[src/rtl/nios_adc_sample_writer.sv]
// Avalon-MM write master: buffers ADC samples in a small FIFO and writes them,
// zero-extended to 32 bits, to consecutive word addresses from a programmed base.
module nios_adc_sample_writer #(
    parameter int SAMPLE_W   = 12,
    parameter int ADDR_W     = 19,
    parameter int COUNT_W    = 17,
    parameter int FIFO_DEPTH = 4
) (
    input  logic                clk,
    input  logic                reset,
    input  logic                start,
    input  logic                abort,
    input  logic [ADDR_W-1:0]   base_addr,
    input  logic [COUNT_W-1:0]  word_count,
    input  logic                sample_valid,
    input  logic [SAMPLE_W-1:0] sample_data,
    output logic                busy,
    output logic                done,
    output logic                overflow,
    output logic [COUNT_W-1:0]  words_written,
    output logic [ADDR_W-1:0]   avm_address,
    output logic [3:0]          avm_byteenable,
    output logic                avm_write,
    output logic [31:0]         avm_writedata,
    input  logic                avm_waitrequest
);

    localparam int PTR_W = (FIFO_DEPTH > 1) ? $clog2(FIFO_DEPTH) : 1;
    localparam int OCC_W = PTR_W + 1;

    localparam logic [PTR_W-1:0]   PTR_ONE    = PTR_W'(1);
    localparam logic [OCC_W-1:0]   OCC_ONE    = OCC_W'(1);
    localparam logic [OCC_W-1:0]   OCC_FULL   = OCC_W'(FIFO_DEPTH);
    localparam logic [COUNT_W-1:0] COUNT_ONE  = COUNT_W'(1);
    localparam logic [ADDR_W-1:0]  ADDR_FOUR  = ADDR_W'(4);
    localparam logic [ADDR_W-1:0]  ALIGN_MASK = {{(ADDR_W-2){1'b1}}, 2'b00};

    typedef enum logic [1:0] {
        S_IDLE  = 2'd0,
        S_RUN   = 2'd1,
        S_DRAIN = 2'd2
    } state_t;

    state_t state_reg, state_next;

    logic [SAMPLE_W-1:0] fifo_mem [FIFO_DEPTH];
    logic [PTR_W-1:0]    wr_ptr_reg, rd_ptr_reg;
    logic [OCC_W-1:0]    occ_reg;

    logic [COUNT_W-1:0]  count_reg;
    logic [COUNT_W-1:0]  issued_reg;
    logic [COUNT_W-1:0]  words_written_reg;
    logic [ADDR_W-1:0]   addr_ptr_reg;
    logic [ADDR_W-1:0]   avm_address_reg;
    logic [31:0]         avm_writedata_reg;
    logic                avm_write_reg;
    logic                overflow_reg;
    logic                done_reg;

    logic                accepted, last_accept, fifo_full, fifo_empty, room_in_count;
    logic [COUNT_W:0]    committed;
    logic [COUNT_W-1:0]  ww_inc;
    logic [SAMPLE_W-1:0] head_sample;
    logic [31:0]         head_word;

    logic push, pop, drop_set, start_go, start_zero, finish, flush;

    assign accepted    = avm_write_reg & ~avm_waitrequest;
    assign ww_inc      = words_written_reg + COUNT_ONE;
    assign last_accept = accepted && (ww_inc == count_reg);
    assign fifo_full   = (occ_reg == OCC_FULL);
    assign fifo_empty  = (occ_reg == '0);
    // Words already issued plus those buffered must stay below the capture length.
    assign committed     = {1'b0, issued_reg} + {{(COUNT_W+1-OCC_W){1'b0}}, occ_reg};
    assign room_in_count = committed < {1'b0, count_reg};

    assign head_sample = fifo_mem[rd_ptr_reg];

    genvar gi;
    generate
        for (gi = 0; gi < 32; gi++) begin : g_zext
            if (gi < SAMPLE_W) begin : g_bit
                assign head_word[gi] = head_sample[gi];
            end else begin : g_zero
                assign head_word[gi] = 1'b0;
            end
        end
    endgenerate

    always_ff @(posedge clk) begin
        if (reset) begin
            state_reg <= S_IDLE;
        end else begin
            state_reg <= state_next;
        end
    end

    always_comb begin
        state_next = state_reg;
        case (state_reg)
            S_IDLE: begin
                if (start && (word_count != '0)) begin
                    state_next = S_RUN;
                end
            end
            S_RUN: begin
                if (last_accept) begin
                    state_next = S_IDLE;
                end else if (abort) begin
                    state_next = (avm_write_reg && !accepted) ? S_DRAIN : S_IDLE;
                end
            end
            S_DRAIN: begin
                if (accepted) begin
                    state_next = S_IDLE;
                end
            end
            default: state_next = S_IDLE;
        endcase
    end

    always_comb begin
        busy       = (state_reg != S_IDLE);
        start_go   = (state_reg == S_IDLE) && start;
        start_zero = start_go && (word_count == '0);
        finish     = (state_reg != S_IDLE) && (state_next == S_IDLE);
        flush      = start_go || finish;
        push       = (state_reg == S_RUN) && sample_valid && room_in_count && !fifo_full;
        drop_set   = (state_reg == S_RUN) && sample_valid && room_in_count && fifo_full;
        pop        = (state_reg == S_RUN) && !abort && (!avm_write_reg || accepted)
                     && !fifo_empty && (issued_reg < count_reg);
    end

    always_ff @(posedge clk) begin
        if (push) begin
            fifo_mem[wr_ptr_reg] <= sample_data;
        end
    end

    always_ff @(posedge clk) begin
        if (reset) begin
            wr_ptr_reg        <= '0;
            rd_ptr_reg        <= '0;
            occ_reg           <= '0;
            count_reg         <= '0;
            issued_reg        <= '0;
            words_written_reg <= '0;
            addr_ptr_reg      <= '0;
            avm_address_reg   <= '0;
            avm_writedata_reg <= '0;
            avm_write_reg     <= 1'b0;
            overflow_reg      <= 1'b0;
            done_reg          <= 1'b0;
        end else begin
            done_reg <= finish || start_zero;

            if (start_go) begin
                count_reg         <= word_count;
                issued_reg        <= '0;
                words_written_reg <= '0;
                overflow_reg      <= 1'b0;
                addr_ptr_reg      <= base_addr & ALIGN_MASK;
            end else begin
                if (drop_set) begin
                    overflow_reg <= 1'b1;
                end
                if (accepted) begin
                    words_written_reg <= ww_inc;
                end
                if (pop) begin
                    issued_reg   <= issued_reg + COUNT_ONE;
                    addr_ptr_reg <= addr_ptr_reg + ADDR_FOUR;
                end
            end

            // The write register only changes when idle or on acceptance, so it holds under stall.
            if (pop) begin
                avm_write_reg     <= 1'b1;
                avm_address_reg   <= addr_ptr_reg;
                avm_writedata_reg <= head_word;
            end else if (accepted) begin
                avm_write_reg <= 1'b0;
            end

            if (flush) begin
                wr_ptr_reg <= '0;
                rd_ptr_reg <= '0;
                occ_reg    <= '0;
            end else begin
                if (push) begin
                    wr_ptr_reg <= wr_ptr_reg + PTR_ONE;
                end
                if (pop) begin
                    rd_ptr_reg <= rd_ptr_reg + PTR_ONE;
                end
                case ({push, pop})
                    2'b10:   occ_reg <= occ_reg + OCC_ONE;
                    2'b01:   occ_reg <= occ_reg - OCC_ONE;
                    default: occ_reg <= occ_reg;
                endcase
            end
        end
    end

    assign done           = done_reg;
    assign overflow       = overflow_reg;
    assign words_written  = words_written_reg;
    assign avm_address    = avm_address_reg;
    assign avm_byteenable = 4'hF;
    assign avm_write      = avm_write_reg;
    assign avm_writedata  = avm_writedata_reg;

endmodule

[config.mk]
export PLATFORM = sky130hd
export DESIGN_NAME = nios_adc_sample_writer
export DESIGN_NICKNAME = d
export VERILOG_FILES = /design/src/rtl/nios_adc_sample_writer.sv
export SDC_FILE = /design/constraint.sdc
export NUM_CORES = 1
export LEC_CHECK = 0
export BUFFER_PORTS_ARGS = -buffer_cell sky130_fd_sc_hd__buf_2
export CORE_AREA = 4 4 120 134
export DETAILED_ROUTE_END_ITERATION = 7
export DIE_AREA = 0 0 124 138
export GPL_ROUTABILITY_DRIVEN = 1
export HOLD_SLACK_MARGIN = 0.1
export PLACE_DENSITY = 0.79
export SYNTH_ARGS = -nofsm -noshare
export SYNTH_HDL_FRONTEND = slang
export SYNTH_SLANG_ARGS = --single-unit
[constraint.sdc]
create_clock -name clk -period 4.78 [get_ports clk]
set_clock_uncertainty 0.15 [all_clocks]
set_input_delay 0.239 -clock clk [delete_from_list [all_inputs] [get_ports clk]]
set_output_delay 0.239 -clock clk [all_outputs]
set_load 0.02 [all_outputs]
Yosys cells after proc, flatten, opt, wreduce, memory -nomap -nowiden
Memories as Yosys holds them, arrays and structs flattened. A register that Yosys moved wholly into a read port is not among the register bits.
Cells that the tools add are included.
{ "totals": {"ff_bits": 101, "ramBits": 48, "in_bits": 54, "word_cells": 78, "mem_count": 1} }
{ "mem_list": {"columns": ["memory", "words", "word_bits", "read_ports", "rd_ports_with_merged_regs", "write_ports", "line_no", "source"], "rows": [
  ["fifo_mem", 4, 12, 1, 1, 1, "46", "logic [SAMPLE_W-1:0] fifo_mem [FIFO_DEPTH];"]
]} }
{ "op_classes": {"n_addsub": 8, "order_cmp": 2, "n_eq_ne": 6, "n_mux": 13, "bitwise_logic": 2, "reduce_logical": 33} }
{ "ops": {"columns": ["cell", "n"], "rows": [
  ["2-to-1 mux 19 bit", 2],
  ["adder 17 x 1 -> 17 bit (second input constant)", 2],
  ["adder 19 x 3 -> 19 bit (second input constant)", 1],
  ["adder 17 x 3 -> 18 bit", 1],
  ["less-than comparator 18 x 17 -> 1 bit", 1],
  ["equality test 17 bit", 1],
  ["zero test 17 bit", 1],
  ["less-than comparator 17 bit", 1],
  ["nonzero test 17 bit", 1],
  ["logical AND 1 bit", 14],
  ["2-to-1 mux 2 bit", 5],
  ["nonzero test 2 bit", 4],
  ["one-hot mux 2 bit (3 select lines)", 1],
  ["one-hot mux 3 bit (2 select lines)", 1],
  ["zero test 1 bit", 5],
  ["adder 2 x 1 -> 2 bit (second input constant)", 2],
  ["equality test 2 x 1 -> 1 bit (second input constant)", 2],
  ["equality test 2 bit (second input constant)", 2],
  ["zero test 2 bit", 2],
  ["2-to-1 mux 1 bit", 4],
  ["OR reduction 2 bit", 2],
  ["adder 3 x 1 -> 3 bit (second input constant)", 1],
  ["equality test 3 bit (second input constant)", 1],
  ["zero test 3 bit", 1],
  ["4 further kinds", 6]
]} }

Depth between registers and ports, before layout
{ "logic_depth": {"ltp_word": 12, "ltp_mapped": 20, "mapped_depth_nobuf": 20} }

Worst setup path after synthesis
OpenSTA, ideal clock, no wires.
{ "synth_timing": {"path_kind": "reg-to-reg", "start": "register occ_reg[0]", "end": "register occ_reg[2]", "t_arrival_ps": 3785, "t_required_ps": 4496, "slack_ps": 711, "path_stages_with_launch": 21, "n_path_buf": 0, "period_less_slack_ps": 4069, "cell_sequence": "dfxtp_1 -> ha_1 -> fa_1 -> a21o_1 -> nand4_1 -> nor2_1 -> xor2_1 -> ha_1 -> and4_1 -> nand3_1 -> a2bb2oi_1 -> o31ai_1 -> a221oi_1 -> inv_1 -> ha_1 -> inv_1 -> fa_1 -> xor2_1 -> nor2_1 -> xnor2_1 -> nor2_1"} }
{ "synth_via": {"elab_chain_cells": 6, "word_cells_on_any_way": 16, "classes_between": "add/sub: 3; order compare: 1; eq/ne: 3; mux: 1; reduce/logical: 8"} }
{ "synth_lines": {"columns": ["item", "line_no", "source"], "rows": [
  ["start: declaration", "48", "logic [OCC_W-1:0] occ_reg;"],
  ["start signal: assignment", "197", "2'b10: occ_reg <= occ_reg + OCC_ONE;"],
  ["start signal: assignment", "198", "2'b01: occ_reg <= occ_reg - OCC_ONE;"],
  ["start signal: assignment", "199", "default: occ_reg <= occ_reg;"],
  ["adder 17 x 3 -> 18 bit / zero test 3 bit (equally long branches)", "74, 72", null],
  ["less-than comparator 18 x 17 -> 1 bit / zero test 1 bit (equally long branches)", "75, 131", null],
  ["logical AND 1 bit, on equally long branches (2 in series)", "128, 131", null],
  ["equality test 2 x 1 -> 1 bit / equality test 2 bit (equally long branches)", "196", "case ({push, pop})"],
  ["one-hot mux 3 bit (2 select lines) / nonzero test 2 bit (equally long branches)", null, null]
]} }
Parallel ways exist; a longest one is shown, timed or not.
A chain may end at the register's enable or synchronous reset.

Worst setup path in the final report
Ends and elaborated chain as after synthesis.

==> results.sh <==
export IMPL_drv_cap=0
export IMPL_grt_overflow=0
export IMPL_ctsHtreeMaxLevel=4
export IMPL_antenna_found_initial=0
export IMPL_grt_pass1_vias=6634
export IMPL_min_path_cells=3
export IMPL_ys_seq_area_frac=0.440
export IMPL_crit_path_end_kind="flip-flop"
export IMPL_synthToLayoutAreaGrowth_pct=19.4
export IMPL_hold_buffers=47
export IMPL_fin_nets=1112
export IMPL_fmax_mhz=229
export IMPL_clockBufferDepth=2
export IMPL_drt_wl_total_mm=20.2
export IMPL_switching_share=0.274
export IMPL_synth_async_reset_ratio=0
export IMPL_fin_tns_setup_ns=0
export IMPL_peakVddDrop_uv=259
export IMPL_final_layout_size_suffix_gt1_frac=0.152
export IMPL_place_hpwl_mm=13.1
export IMPL_finalSetupViolations=0
export IMPL_comb_power_share=0.080
export IMPL_period_share=0.915
export IMPL_grtUsageTotal=0.236
export IMPL_largest_register="fifo_mem"
export IMPL_hold_violations=0
export IMPL_globalplace_congestion=0.861
export IMPL_rows=47
export IMPL_yosysWarningCount=0
export IMPL_cp_data_arrival_time_ns=4.52
export IMPL_worst_path_max_fanout=6
export IMPL_p_leak_uw=0.00377
export IMPL_slew_headroom=0.239
export IMPL_reg2regPathDepth=19
export IMPL_postRouteAntennaNets=0
export IMPL_hp_class="input pin to flip-flop"
export IMPL_cts_root_buf="clkbuf_16"
export IMPL_n_antenna_cell=0
export IMPL_cts_buffers=17
export IMPL_cts_tree="done"
export IMPL_die_h_um=138
export IMPL_p_int_uw=2220
export IMPL_slew_viol_final=0
export IMPL_fill_cells=1129
export IMPL_startpoint_type="flip-flop"
export IMPL_cts_sinks=157
export IMPL_drc=0
export IMPL_power_density_mw_per_mm2=312
export IMPL_avgRoutedWirePerCell_um=16.5
export IMPL_worst_pin_slew_ns=1.14
export IMPL_post_cts_buffers=0
export IMPL_postSynthAreaPerCell_um2=9.24
export IMPL_grt_max_degree=68
export IMPL_clk_latency_ns=0.43
export IMPL_pin_count=130
export IMPL_status="finished, final reports clean"
export IMPL_dieArea_mm2=0.0171
export IMPL_synth_area_mm2=0.00823
export IMPL_clk_pin_slew_ns=0.08
export IMPL_ys_flop_type="dfxtp_1"
export IMPL_clkPwrFrac=0.454
export IMPL_die_width_um=124
export IMPL_first_pass_iters=5
export IMPL_largest_reg_flops=48
export IMPL_grt_pass1_wl_mm=32.5
export IMPL_start_util=0.557
export IMPL_route_vias_total=6959
export IMPL_ctsResizeCount=0
export IMPL_power_switching_uw=841
export IMPL_io_buffers=101
export IMPL_timing_final_crit_period_ns=4.37
export IMPL_initialDrtViolationCount=451
export IMPL_postSynthCellCount=890
export IMPL_rsz0062_at_grt="false"
export IMPL_core_area_mm2=0.0148
export IMPL_synth_edf_count=48
export IMPL_ys_seq_elements=157
export IMPL_vias_per_cell=5.69
export IMPL_holdWs_ns=0.126
export IMPL_cp_data_required_time_ns=4.93
export IMPL_ys_types=59
export IMPL_crit_type="flip-flop to flip-flop"
export IMPL_seqPwrFrac=0.465
==> through the flow <==
step	area, um^2	instances	utilization	power, uW	worst slack [ns]
final	9830	1222	0.666	3060	0.406
after floorplan	8320	914	-	1610	0.711
after detailed placement	8720	1143	0.591	1670	0.463
after global placement	8720	1143	0.591	1660	0.537
after CTS	9830	1222	0.666	3070	0.444
after global routing	9830	1222	0.666	3170	0.209
==> path summary, 6_finish.rpt <==
kind,slack [ns],start,end
max,0.41,occ_reg[0],occ_reg[2]
min,0.13,reset,addr_ptr_reg[2]
max reg2reg,0.41,occ_reg[0],occ_reg[2]
min reg2reg,0.30,avm_address[12],avm_address[12]
==> critical path, stage by stage, from the launching register on <==
cell      delay, ns
dfxtp_1        0.37
ha_1           0.25
fa_1           0.41
a21o_1         0.19
nand4_1        0.26
nor2_1         0.10
xor2_1         0.15
ha_1           0.30
and4_1         0.17
nand3_1        0.09
o31ai_1        0.46
a221oi_1       0.21
inv_1          0.10
ha_1           0.17
inv_1          0.06
fa_1           0.37
xor2_1         0.15
nor2_1         0.11
xnor2_1        0.12
nor2_1         0.05
==> layer usage <==
layer  global-route usage  vias to the layer above  wire [um]
li1                     -                     3385          -
met1                0.292                     3294       8310
met2                0.406                      239      10300
met3               0.0396                       41       1010
met4               0.0917                        0        555
met5                    0                        -          0
==> cells in the final DEF (no fill, tap or decap), drive strengths merged, types with 17 or more instances in the layout <==
cell type,instances
dlygate4sd3,47
dfxtp,109
xnor2,32
edfxtp,48
clkbuf,17
inv,38
nand2,134
o21ai,20
a21oi,77
xor2,28
nand3,22
nand4,22
nor2,62
conb,26
ha,43
buf,106
==> cell usage after synthesis (3+ instances only) <==
cell / n / area (um^2)
o31ai_1: 16 / 120
clkbuf_1: 39 / 146
edfxtp_1: 48 / 1440
nor4_1: 16 / 100
and4_1: 10 / 87.6
buf_4: 26 / 195
nor2b_1: 6 / 37.5
xnor2_1: 32 / 280
a21o_1: 4 / 30.0
buf_1: 3 / 11.3
inv_1: 32 / 120
a211oi_1: 6 / 45.0
mux2i_1: 4 / 40.0
a21oi_1: 77 / 385
buf_2: 4 / 20.0
o21ai_0: 20 / 100
dfxtp_1: 109 / 2180
nor3_1: 16 / 80.1
a311oi_1: 8 / 70.1
nand4_1: 22 / 138
ha_1: 43 / 538
and2_1: 7 / 43.8
or4_1: 15 / 113
and3_1: 11 / 68.8
mux4_2: 12 / 270
nand3_1: 22 / 110
nor2_1: 62 / 233
nand2_1: 134 / 503
or3_1: 14 / 87.6
a31oi_1: 6 / 37.5
xor2_1: 28 / 245
==> final cells by class <==
cell class / count / area (um^2) / area share
multi-input combinational: 652 / 4190 / 0.426
inverter: 32 / 120 / 0.0122
clock buffer: 17 / 425 / 0.0433
clock inverter: 15 / 209 / 0.0213
tap: 196 / 245 / 0.0250
sequential: 157 / 3620 / 0.369
timing repair buffer: 153 / 1010 / 0.103
==> power groups by stage <==
stage / sequential, uW / combinational (uW) / clock, uW
global route: 1430 / 270 / 1470
CTS: 1430 / 242 / 1400
floorplan: 1450 / 161 / 0
detailed placement: 1460 / 210 / 0
global placement: 1450 / 206 / 0
finish: 1430 / 246 / 1390
==> cell families after synthesis <==
family / share of synthesized area
multiplexers: 0.0391
XOR/XNOR: 0.0639
other: 0.000913
AND/OR/NAND/NOR: 0.204
AO/OA/AOI/OAI: 0.120
buffers and inverters: 0.0613
flip-flops: 0.440
adder cells (fa/ha/maj): 0.0703
Note: power is estimated with default switching activity, not from simulation.
